$ cat src/rtl/mvm_request_ctrl.sv
// Sequences vertex fetch (4 words) -> mat_vec_mult4D launch -> 4-word result stream, per vertex.
// Latency: 5 fetch + 1 launch + 1 arm + engine time + 1 cycles from FETCH entry to the first out_valid.
// Backpressure: EMIT holds out_data/out_last until out_ready; start is ignored while busy.
module mvm_request_ctrl #(
    parameter int ADDR_W = 16
) (
    input  logic              clock,
    input  logic              resetn,
    input  logic              start,
    input  logic [ADDR_W-1:0] base_addr,
    input  logic [ADDR_W-1:0] vcount,
    output logic              busy,
    output logic              cmd_done,
    output logic              mem_rd,
    output logic [ADDR_W-1:0] mem_addr,
    input  logic [31:0]       mem_rdata,
    output logic              eng_start,
    output logic [31:0]       eng_v1,
    output logic [31:0]       eng_v2,
    output logic [31:0]       eng_v3,
    output logic [31:0]       eng_v4,
    input  logic              eng_done,
    input  logic [31:0]       eng_o1,
    input  logic [31:0]       eng_o2,
    input  logic [31:0]       eng_o3,
    input  logic [31:0]       eng_o4,
    output logic              out_valid,
    input  logic              out_ready,
    output logic [31:0]       out_data,
    output logic              out_last
);

    typedef enum logic [2:0] {
        IDLE,
        FETCH,
        LAUNCH,
        ARM,
        WAIT,
        EMIT
    } state_t;

    state_t            state_q, state_d;
    logic [ADDR_W-1:0] cnt_q, cnt_d;
    logic [ADDR_W-1:0] vidx_q, vidx_d;
    logic [ADDR_W-1:0] ptr_q, ptr_d;
    logic [2:0]        fcnt_q, fcnt_d;
    logic [1:0]        widx_q, widx_d;
    logic              done_q, done_d;
    logic [31:0]       vreg_q [4];
    logic [31:0]       res_q [4];
    logic              last_vtx;

    // Compare against count-1 so a full-range vertex count never overflows the index.
    assign last_vtx = (vidx_q == (cnt_q - ADDR_W'(1)));

    always_comb begin
        state_d = state_q;
        cnt_d   = cnt_q;
        vidx_d  = vidx_q;
        ptr_d   = ptr_q;
        fcnt_d  = fcnt_q;
        widx_d  = widx_q;
        done_d  = 1'b0;
        case (state_q)
            IDLE: begin
                if (start) begin
                    if (vcount != '0) begin
                        state_d = FETCH;
                        cnt_d   = vcount;
                        ptr_d   = base_addr;
                        vidx_d  = '0;
                        fcnt_d  = '0;
                    end else begin
                        done_d = 1'b1;
                    end
                end
            end
            FETCH: begin
                if (fcnt_q == 3'd4) begin
                    state_d = LAUNCH;
                    fcnt_d  = '0;
                end else begin
                    fcnt_d = fcnt_q + 3'd1;
                end
            end
            LAUNCH: state_d = ARM;
            ARM: begin
                if (!eng_done) state_d = WAIT;
            end
            WAIT: begin
                if (eng_done) begin
                    state_d = EMIT;
                    widx_d  = '0;
                end
            end
            EMIT: begin
                if (out_ready) begin
                    widx_d = widx_q + 2'd1;
                    if (widx_q == 2'd3) begin
                        if (last_vtx) begin
                            state_d = IDLE;
                            done_d  = 1'b1;
                        end else begin
                            state_d = FETCH;
                            vidx_d  = vidx_q + ADDR_W'(1);
                            ptr_d   = ptr_q + ADDR_W'(4);
                            fcnt_d  = '0;
                        end
                    end
                end
            end
            default: state_d = IDLE;
        endcase
    end

    always_ff @(posedge clock or negedge resetn) begin
        if (!resetn) begin
            state_q <= IDLE;
            cnt_q   <= '0;
            vidx_q  <= '0;
            ptr_q   <= '0;
            fcnt_q  <= '0;
            widx_q  <= '0;
            done_q  <= 1'b0;
        end else begin
            state_q <= state_d;
            cnt_q   <= cnt_d;
            vidx_q  <= vidx_d;
            ptr_q   <= ptr_d;
            fcnt_q  <= fcnt_d;
            widx_q  <= widx_d;
            done_q  <= done_d;
        end
    end

    // Read data for fetch step k lands one cycle later, i.e. while fcnt = k+1.
    always_ff @(posedge clock or negedge resetn) begin
        if (!resetn) begin
            for (int i = 0; i < 4; i++) begin
                vreg_q[i] <= '0;
                res_q[i]  <= '0;
            end
        end else begin
            if (state_q == FETCH && fcnt_q != 3'd0)
                vreg_q[2'(fcnt_q - 3'd1)] <= mem_rdata;
            if (state_q == WAIT && eng_done) begin
                res_q[0] <= eng_o1;
                res_q[1] <= eng_o2;
                res_q[2] <= eng_o3;
                res_q[3] <= eng_o4;
            end
        end
    end

    assign busy      = (state_q != IDLE);
    assign cmd_done  = done_q;
    assign mem_rd    = (state_q == FETCH) && !fcnt_q[2];
    assign mem_addr  = ptr_q + ADDR_W'(fcnt_q[1:0]);
    assign eng_start = (state_q == LAUNCH);
    assign eng_v1    = vreg_q[0];
    assign eng_v2    = vreg_q[1];
    assign eng_v3    = vreg_q[2];
    assign eng_v4    = vreg_q[3];
    assign out_valid = (state_q == EMIT);
    assign out_data  = res_q[widx_q];
    assign out_last  = out_valid && (widx_q == 2'd3) && last_vtx;

endmodule
$ cat config.mk
export PLATFORM = sky130hd
export DESIGN_NAME = mvm_request_ctrl
export DESIGN_NICKNAME = d
export VERILOG_FILES = /design/src/rtl/mvm_request_ctrl.sv
export SDC_FILE = /design/constraint.sdc
export NUM_CORES = 1
export LEC_CHECK = 0
export CORE_ASPECT_RATIO = 0.7
export CORE_MARGIN = 2
export CORE_UTILIZATION = 40
export CTS_CLUSTER_SIZE = 25
export DETAILED_ROUTE_END_ITERATION = 10
export GPL_TIMING_DRIVEN = 0
export PLACE_DENSITY = 0.68
export SLEW_MARGIN = 40
export SYNTH_ARGS = -nofsm -noshare
export SYNTH_HDL_FRONTEND = slang
export SYNTH_SLANG_ARGS = --single-unit
$ cat constraint.sdc
create_clock -name clock -period 4.9 [get_ports clock]
set_clock_uncertainty 0.2 [all_clocks]
set_input_delay 0.49 -clock clock [delete_from_list [all_inputs] [get_ports clock]]
set_output_delay 0.49 -clock clock [all_outputs]
set_load 0.05 [all_outputs]
# --- Word-level counts from Yosys, hierarchy flattened ---
# Cells that the tools add are included.
word_totals:
  reg_bits: 313
  elab_cells: 105
classes:
  n_eq_ne: 16
  n_addsub: 7
  muxes: 43
  bitwise_logic: 2
  n_reduce_logical: 19
  order_cmp: 3
ops:
  columns: ["cell", "count"]
  rows:
  - ["2-to-1 mux 16 bit", 10]
  - ["bitwise mux 128 bit", 1]
  - ["2-to-1 mux 32 bit", 3]
  - ["binary-select mux 32 bit (select 2 bit)", 1]
  - ["demux 32 bit (select 2 bit)", 1]
  - ["case mux 16 bit (2 select lines)", 2]
  - ["2-to-1 mux 3 bit", 13]
  - ["case mux 3 bit (6 select lines)", 1]
  - ["adder 16 x 1 -> 16 bit, second input constant", 1]
  - ["adder 16 x 2 -> 16 bit", 1]
  - ["adder 16 x 3 -> 16 bit, second input constant", 1]
  - ["== test 16 bit", 1]
  - ["nonzero test 16 bit", 1]
  - ["subtractor 16 x 1 -> 16 bit, second input constant", 1]
  - ["!= test 2 bit, second input constant", 6]
  - ["AND reduction 6 bit", 2]
  - ["== test 3 bit, second input constant", 3]
  - ["case mux 3 bit (3 select lines)", 1]
  - ["nonzero test 3 bit", 3]
  - ["AND reduction 7 bit", 1]
  - ["== test 3 x 2 -> 1 bit, second input constant", 2]
  - ["greater-or-equal comparator 3 bit, second input constant", 2]
  - ["logical AND 1 bit", 6]
  - ["2-to-1 mux 1 bit", 6]
  - ["other kinds (15)", 20]

# --- Logic depth before layout (Yosys ltp) ---
# Gate-level depths: netlist (run 1).
logic_depth:
  ltp_word: 7
  depth_mapped: 10
  mapped_depth_nobuf: 9

# --- Worst setup path before layout (run 1) ---
# OpenSTA, ideal clock, no wires.
synth_timing:
  path_type: "register to output"
  start: "reg cnt_q[8]"
  end: "out out_last"
  stages_incl_launch_ff: 9
  arrival_ps: 3533
  slack_ps: 677
  required_time_ps: 4210
  cell_sequence: "dfrtp_1 > buf_6 > or4_4 > or4_4 > and2_0 > or4b_4 > or4_1 > buf_6 > nor2_1"
synth_via:
  elab_chain_cells: 3
synth_rtl:
  columns: ["element", "line", "rtl"]
  rows:
  - ["from (decl)", "43", "logic [ADDR_W-1:0] cnt_q, cnt_d;"]
  - ["from (signal assigned)", "127", "cnt_q <= cnt_d;"]
  - ["subtractor 16 x 1 -> 16 bit", "54", "assign last_vtx = (vidx_q == (cnt_q - ADDR_W'(1)));"]
  - ["== test 16 bit", "54", null]
  - ["logical AND 1 bit", "166", "assign out_last = out_valid && (widx_q == 2'd3) && last_vtx;"]
  - ["to (decl)", "30", "output logic out_last"]
# No other way between the ends.

# --- Worst setup path after layout (run 1) ---
layout_timing:
  start: "reg cnt_q[4]"
  end: "out out_last"
# Same word-level chain as after synthesis.

==> impl_metrics.json, run 1 <==
{
  "vias": 10210,
  "firstDrtPassIters": 5,
  "netlist_instances": 1055,
  "die_h_um": 161,
  "clock_path_buffers": 3,
  "fmax_mhz": 214,
  "slew_headroom_pct": 44.4,
  "yosysSeqAreaShare_pct": 55.6,
  "cts.reportedPaths.clkPinSlew_ns": 0.06,
  "crit_slowest_cell": "or4_4",
  "synthesis.nets": 1264,
  "root_buffer": "clkbuf_16",
  "clock_latency_ns": 0.51,
  "cpPeakStageDelay_ns": 0.57,
  "synth_top_area_share_pct": 55.6,
  "drc": 0,
  "core_um2": 34700,
  "leakage_nw": 8.22,
  "ys_top_cells_by_area": "dfrtp_1 (56%), mux2_2 (21%), mux4_2 (5.1%)",
  "path_cells": "buf_6, or4_4, or4_4, and2_0, or4b_4, or4_1, buf_6, nor2_1, clkbuf_2",
  "min_path_type": "in -> async",
  "die_x_um": 228,
  "drt_iter0_markers": 625,
  "io_pins": 379,
  "cts_sinks": 313,
  "rsz0062_at_grt": "no",
  "path_max_fanout": 10,
  "drive_gt1_share_pct": 24.8,
  "vias_per_cell": 5.17,
  "antenna_found_initial": 4,
  "port_buffers": 378,
  "synth.avg_cell_area_um2": 13.4,
  "r2r_start": "cnt_q[0]$_DFFE_PN0P_",
  "cp-end-kind": "output port",
  "cp_data_required_time_ns": 4.21,
  "rows": 57,
  "power-per-cell-area_nw_per_um2": 768,
  "crit_arrival_ns": 3.98,
  "setup_viol": 0,
  "gp_congestion": 0.887,
  "fin_ws_ns": 0.233,
  "post_drt_wl_per_cell_um": 20.7,
  "fin_crit_sh_pct": 95.2,
  "die_area_um2": 36800,
  "synth.most_common_cell": "dfrtp_1",
  "cts_tree": "done",
  "yosys_warnings": 0,
  "grt_max_degree": 75,
  "cp-start-kind": "register",
  "ys_seq_elements": 313,
  "power_mw": 15.2,
  "cap_violations": 0,
  "totalWireLength_mm": 40.9,
  "crit_start": "cnt_q[4]$_DFFE_PN0P_",
  "grt_pass1_wl_mm": 63.5,
  "finalHoldViolations": 0,
  "post_cts_buffers": 0,
  "ys_top_cells_by_count": "dfrtp_1 (313), mux2_2 (257), nand2_1 (92), nor2_1 (38)",
  "status": "complete, no violations",
  "nets": 1684,
  "hpwl_mm": 30.3,
  "fin_crit_ns": 4.67,
  "ys_types": 61,
  "ant_nets": 0,
  "drv_slew": 0,
  "dp_worst_setup_slack_ns": 0.258,
  "synth_edf_count": 0,
  "grtUsageTotal_pct": 22.3,
  "start_util_pct": 40.6,
  "grt.overflow.total": 0,
  "synthArstFlopShare_pct": 100,
  "ys.flop_type": "dfrtp_1",
  "cts_buffers": 35,
  "ir_drop_mv": 0.401,
  "synth_largest_area_cell": "dfrtp_1",
  "fin_setup_tns_ns": 0,
  "syn-cell-area_um2": 14100,
  "htreeDepth": 2,
  "area_growth_pct": 40.2,
  "tightest_slew_ns": 0.834,
  "grt_pass1_vias": 10651,
  "critPathKind": "reg -> out"
}
[worst max-delay path: cells and delay by family (launching register included)]
family	cells	cell delay (ns)
DFF	1	0.37
and+or+nand+nor	6	2.47
buffers and inverters	3	0.61
[cells in the final DEF, fill, tap and decap left out, types with 4 or more instances in the layout]
| cell | count |
|---|---|
| clkbuf_1 | 37 |
| dfrtp_1 | 313 |
| and3_1 | 16 |
| o31ai_1 | 13 |
| clkdlybuf4s50_1 | 376 |
| nand2_1 | 92 |
| a21oi_1 | 17 |
| buf_1 | 15 |
| nand3_1 | 14 |
| clkbuf_16 | 37 |
| mux4_2 | 32 |
| inv_1 | 13 |
| nand2b_1 | 11 |
| nor2_1 | 38 |
| xnor2_1 | 28 |
| nor4_1 | 11 |
| ha_1 | 11 |
| o21ai_0 | 14 |
| buf_16 | 4 |
| xor2_1 | 8 |
| a31oi_1 | 13 |
| clkbuf_8 | 8 |
| clkinv_2 | 7 |
| nor3_1 | 15 |
| or4_1 | 11 |
| mux2i_1 | 7 |
| o22a_1 | 7 |
| mux2_2 | 257 |
| buf_2 | 6 |
[repair_timing]
| action | in CTS | in global routing |
|---|---|---|
| endpoints found under the hold margin | 33 | 0 |
| pin swaps | 0 | 0 |
| gates resized for setup | 2 | 1 |
| hold buffers | 1 | 0 |
| setup endpoints to repair | 1 | 1 |
[where the power goes]
group	switching, mW	internal (mW)	leakage (nW)
Combinational	4.85	3.16	3.84
Sequential	0.725	3.79	3.81
Clock	1.04	1.60	0.575
[cell families (layout without fill, tap and decap cells)]
group           count (synthesis)  count (layout)  share of synthesized area, %
flops                         313             313                          55.6
mux                           296             296                          26.2
simple gates                  236             236                          8.46
compound gates                 92              92                          4.39
buf+inv                        70             513                          2.05
xor+xnor                       36              36                          2.24
fa+ha+maj                      12              12                          1.12
other cells                     0               3                             0
[layout make-up]
cell class,instances,area (um2)
antenna,3,7.51
timing repair buffer,383,3900
clock buffer,50,1050
sequential,313,7830
tap,472,591
multi-input combinational,672,5970
inverter,14,52.6
buffer,56,240
clock inverter,10,103
fill,2892,15000
[path summary, 6_finish.rpt]
| kind | end | slack (ns) | depth (start not counted) |
|---|---|---|---|
| max in group asynchronous | res_q[106]$_DFFE_PN0P_ | 3.19 | 4 |
| setup / recovery | out_last | 0.23 | 9 |
| hold / removal | eng_v3[8]$_DFFE_PN0P_ | 0.25 | 2 |
| setup reg to reg | vidx_q[15]$_DFFE_PN0P_ | 1.00 | 10 |
| hold reg to reg | res_q[61]$_DFFE_PN0P_ | 0.30 | 1 |
| min in group clock | res_q[61]$_DFFE_PN0P_ | 0.30 | 1 |
[through the flow]
| stage | cell area [um2] | cells | util, % | hold slack [ns] |
|---|---|---|---|---|
| 4_1_cts | 19800 | 1970 | 56.9 | 0.233 |
| 5_1_grt | 19700 | 1970 | 56.9 | 0.254 |
| 3_5_place_dp | 18600 | 1909 | 53.5 | 0.191 |
| 2_1_floorplan | 14100 | 1055 | - | -0.00559 |
| 6_report | 19800 | 1973 | 56.9 | 0.251 |
| 3_3_place_gp | 18500 | 1905 | 53.2 | 0.281 |
[per-layer routing]
metal / track usage [%] / share of wire, % / vias to the layer above / routed length (um)
li1: - / - / 4688 / -
met1: 28.4 / 42 / 5091 / 17200
met2: 36.7 / 47 / 373 / 19100
met3: 8.17 / 9.6 / 54 / 3950
met4: 5.08 / 1.7 / 4 / 704
met5: 0 / 0.056 / - / 23
[flip-flops by register name (all words and copies together), names as in the netlist, 16 cells and up]
signal	count
res_q	128
eng_v1	32
eng_v2	32
eng_v3	32
eng_v4	32
cnt_q	16
ptr_q	16
vidx_q	16
No activity file was read; power rests on OpenSTA's default activity.
==> run 2, diff against run 1 <==
--- a/config.mk
+++ b/config.mk
@@ -12,6 +12,7 @@
 export DETAILED_ROUTE_END_ITERATION = 10
 export GPL_TIMING_DRIVEN = 0
 export PLACE_DENSITY = 0.68
+export SETUP_SLACK_MARGIN = 0.05
 export SLEW_MARGIN = 40
 export SYNTH_ARGS = -nofsm -noshare
 export SYNTH_HDL_FRONTEND = slang
==> impl_metrics.json, run 2 (synthesized netlist as in run 1, its figures left out) <==
{
  "totalWireLength_mm": 40.9,
  "drc": 0,
  "cts_sinks": 313,
  "critPathKind": "reg -> out",
  "p_sw_share_pct": 43.6,
  "p_int_mw": 8.55,
  "gp_congestion": 0.887,
  "pwr-share-clk_pct": 17.4,
  "grtUsageTotal_pct": 22.3,
  "cts_buffers": 35,
  "vias": 10209,
  "grt.overflow.total": 0,
  "dp.cells": 1909,
  "vias_per_cell": 5.17,
  "power_mw": 15.2,
  "area_growth_pct": 40.2,
  "hpwl_mm": 30.3,
  "rows": 57,
  "port_buffers": 378,
  "cp_data_required_time_ns": 4.21,
  "fmax_mhz": 215,
  "cp-end-kind": "output port",
  "cap_violations": 0,
  "cts.reportedPaths.clkPinSlew_ns": 0.06,
  "grt_pass1_wl_mm": 63.5,
  "path_max_fanout": 10,
  "grt_max_degree": 75,
  "final_common_cell": "clkdlybuf4s50_1",
  "cts_tree": "done",
  "seq_power_share_pct": 29.8,
  "post_drt_wl_per_cell_um": 20.7,
  "die_h_um": 161,
  "grt_pass1_vias": 10651,
  "power-per-cell-area_nw_per_um2": 768,
  "place_area_um2": 18600,
  "fin_crit_sh_pct": 94.8,
  "min_path_type": "in -> async",
  "post-route-util_pct": 56.9,
  "tightest_slew_ns": 0.834,
  "mostFrequentLayoutCells": "clkdlybuf4s50_1 (376), dfrtp_1 (313), mux2_2 (257)",
  "drive_gt1_share_pct": 24.8,
  "drv_slew": 0,
  "root_buffer": "clkbuf_16",
  "slew_headroom_pct": 44.4,
  "regToRegSetupSlack_ns": 1.00,
  "ir_drop_mv": 0.401,
  "die_area_um2": 36800,
  "post_cts_buffers": 0,
  "stdcell_count": 1973,
  "ant_nets": 0,
  "p_sw_mw": 6.61,
  "clock_latency_ns": 0.51,
  "cp-start-kind": "register",
  "die_x_um": 228,
  "core_um2": 34700,
  "setup_viol": 0,
  "crit_arrival_ns": 3.96,
  "fin_area_um2": 19800,
  "clock_path_buffers": 3,
  "leakage_nw": 8.23,
  "largest_reg_flops": 128,
  "start_util_pct": 40.6,
  "fin_crit_ns": 4.65,
  "htreeDepth": 2,
  "finalHoldViolations": 0,
  "antenna_found_initial": 4,
  "top_register": "res_q",
  "power_frac_comb_pct": 52.8,
  "nets": 1684,
  "status": "complete, no violations",
  "drt_iter0_markers": 625,
  "firstDrtPassIters": 5,
  "io_pins": 379,
  "rsz0062_at_grt": "no"
}
-- run 2: cell types whose count changed in the layout (fill, tap and decap cells not counted), sizes merged --
cell / change
clkbuf: -1
buf: +1
-- run 2: final timing paths --
kind / startpoint / end / cells after the start
worst max-delay path: cnt_q[4]$_DFFE_PN0P_ / out_last / 9
worst min-delay path: resetn / eng_v3[8]$_DFFE_PN0P_ / 2
worst max register to register: cnt_q[0]$_DFFE_PN0P_ / vidx_q[15]$_DFFE_PN0P_ / 10
worst min register to register: res_q[61]$_DFFE_PN0P_ / res_q[61]$_DFFE_PN0P_ / 1
max in group asynchronous: resetn / res_q[106]$_DFFE_PN0P_ / 4
min in group clock: res_q[61]$_DFFE_PN0P_ / res_q[61]$_DFFE_PN0P_ / 1
-- run 2: layout make-up --
class / instances / area, um2
antenna: 3 / 7.51
clock inverter: 10 / 103
inverter: 14 / 52.6
fill: 2895 / 15000
tap: 472 / 591
sequential: 313 / 7830
multi-input combinational: 672 / 5970
buffer: 56 / 240
clock buffer: 50 / 1050
timing repair buffer: 383 / 3900
-- run 2: per-stage QoR --
step | setup WS [ns] | TNS, ns | hold slack, ns
3_3_place_gp | -10.71 | -3341.75 | 0.281
3_5_place_dp | 0.258 | 0 | 0.191
2_1_floorplan | 0.677 | 0 | -0.00559
5_1_grt | 0.105 | 0 | 0.254
6_report | 0.254 | 0 | 0.251
4_1_cts | 0.129 | 0 | 0.233
-- run 2: worst max-delay path, stage by stage (launching register included) --
cell	delay, ns
dfrtp_1	0.37
buf_6	0.13
or4_4	0.57
or4_4	0.51
and2_0	0.17
or4b_4	0.51
or4_1	0.53
buf_6	0.17
nor2_1	0.18
buf_2	0.30
-- run 2: routing by layer --
| metal | up-vias | share of wire [%] | global-route usage [%] | wire, um |
|---|---|---|---|---|
| li1 | 4689 | - | - | - |
| met1 | 5089 | 42 | 28.4 | 17200 |
| met2 | 373 | 47 | 36.7 | 19100 |
| met3 | 54 | 9.6 | 8.17 | 3950 |
| met4 | 4 | 1.7 | 5.08 | 704 |
| met5 | - | 0.056 | 0 | 23 |
-- run 2: repair_timing --
item                                    4_1_cts  5_1_grt
resized for setup                             3        2
endpoints found under the setup margin        1        1
hold buffers                                  1        0
endpoints found under the hold margin        33        0
-- run 2: power by group through the flow --
| stage | combinational, mW | clock [mW] | sequential, mW |
|---|---|---|---|
| final | 8.01 | 2.64 | 4.51 |
| after global routing | 8.40 | 2.83 | 4.67 |
| after CTS | 8.08 | 2.71 | 4.51 |
| after detailed placement | 8.05 | 0 | 4.55 |
| after global placement | 7.95 | 0 | 4.51 |
| after floorplan | 3.58 | 0 | 6.25 |
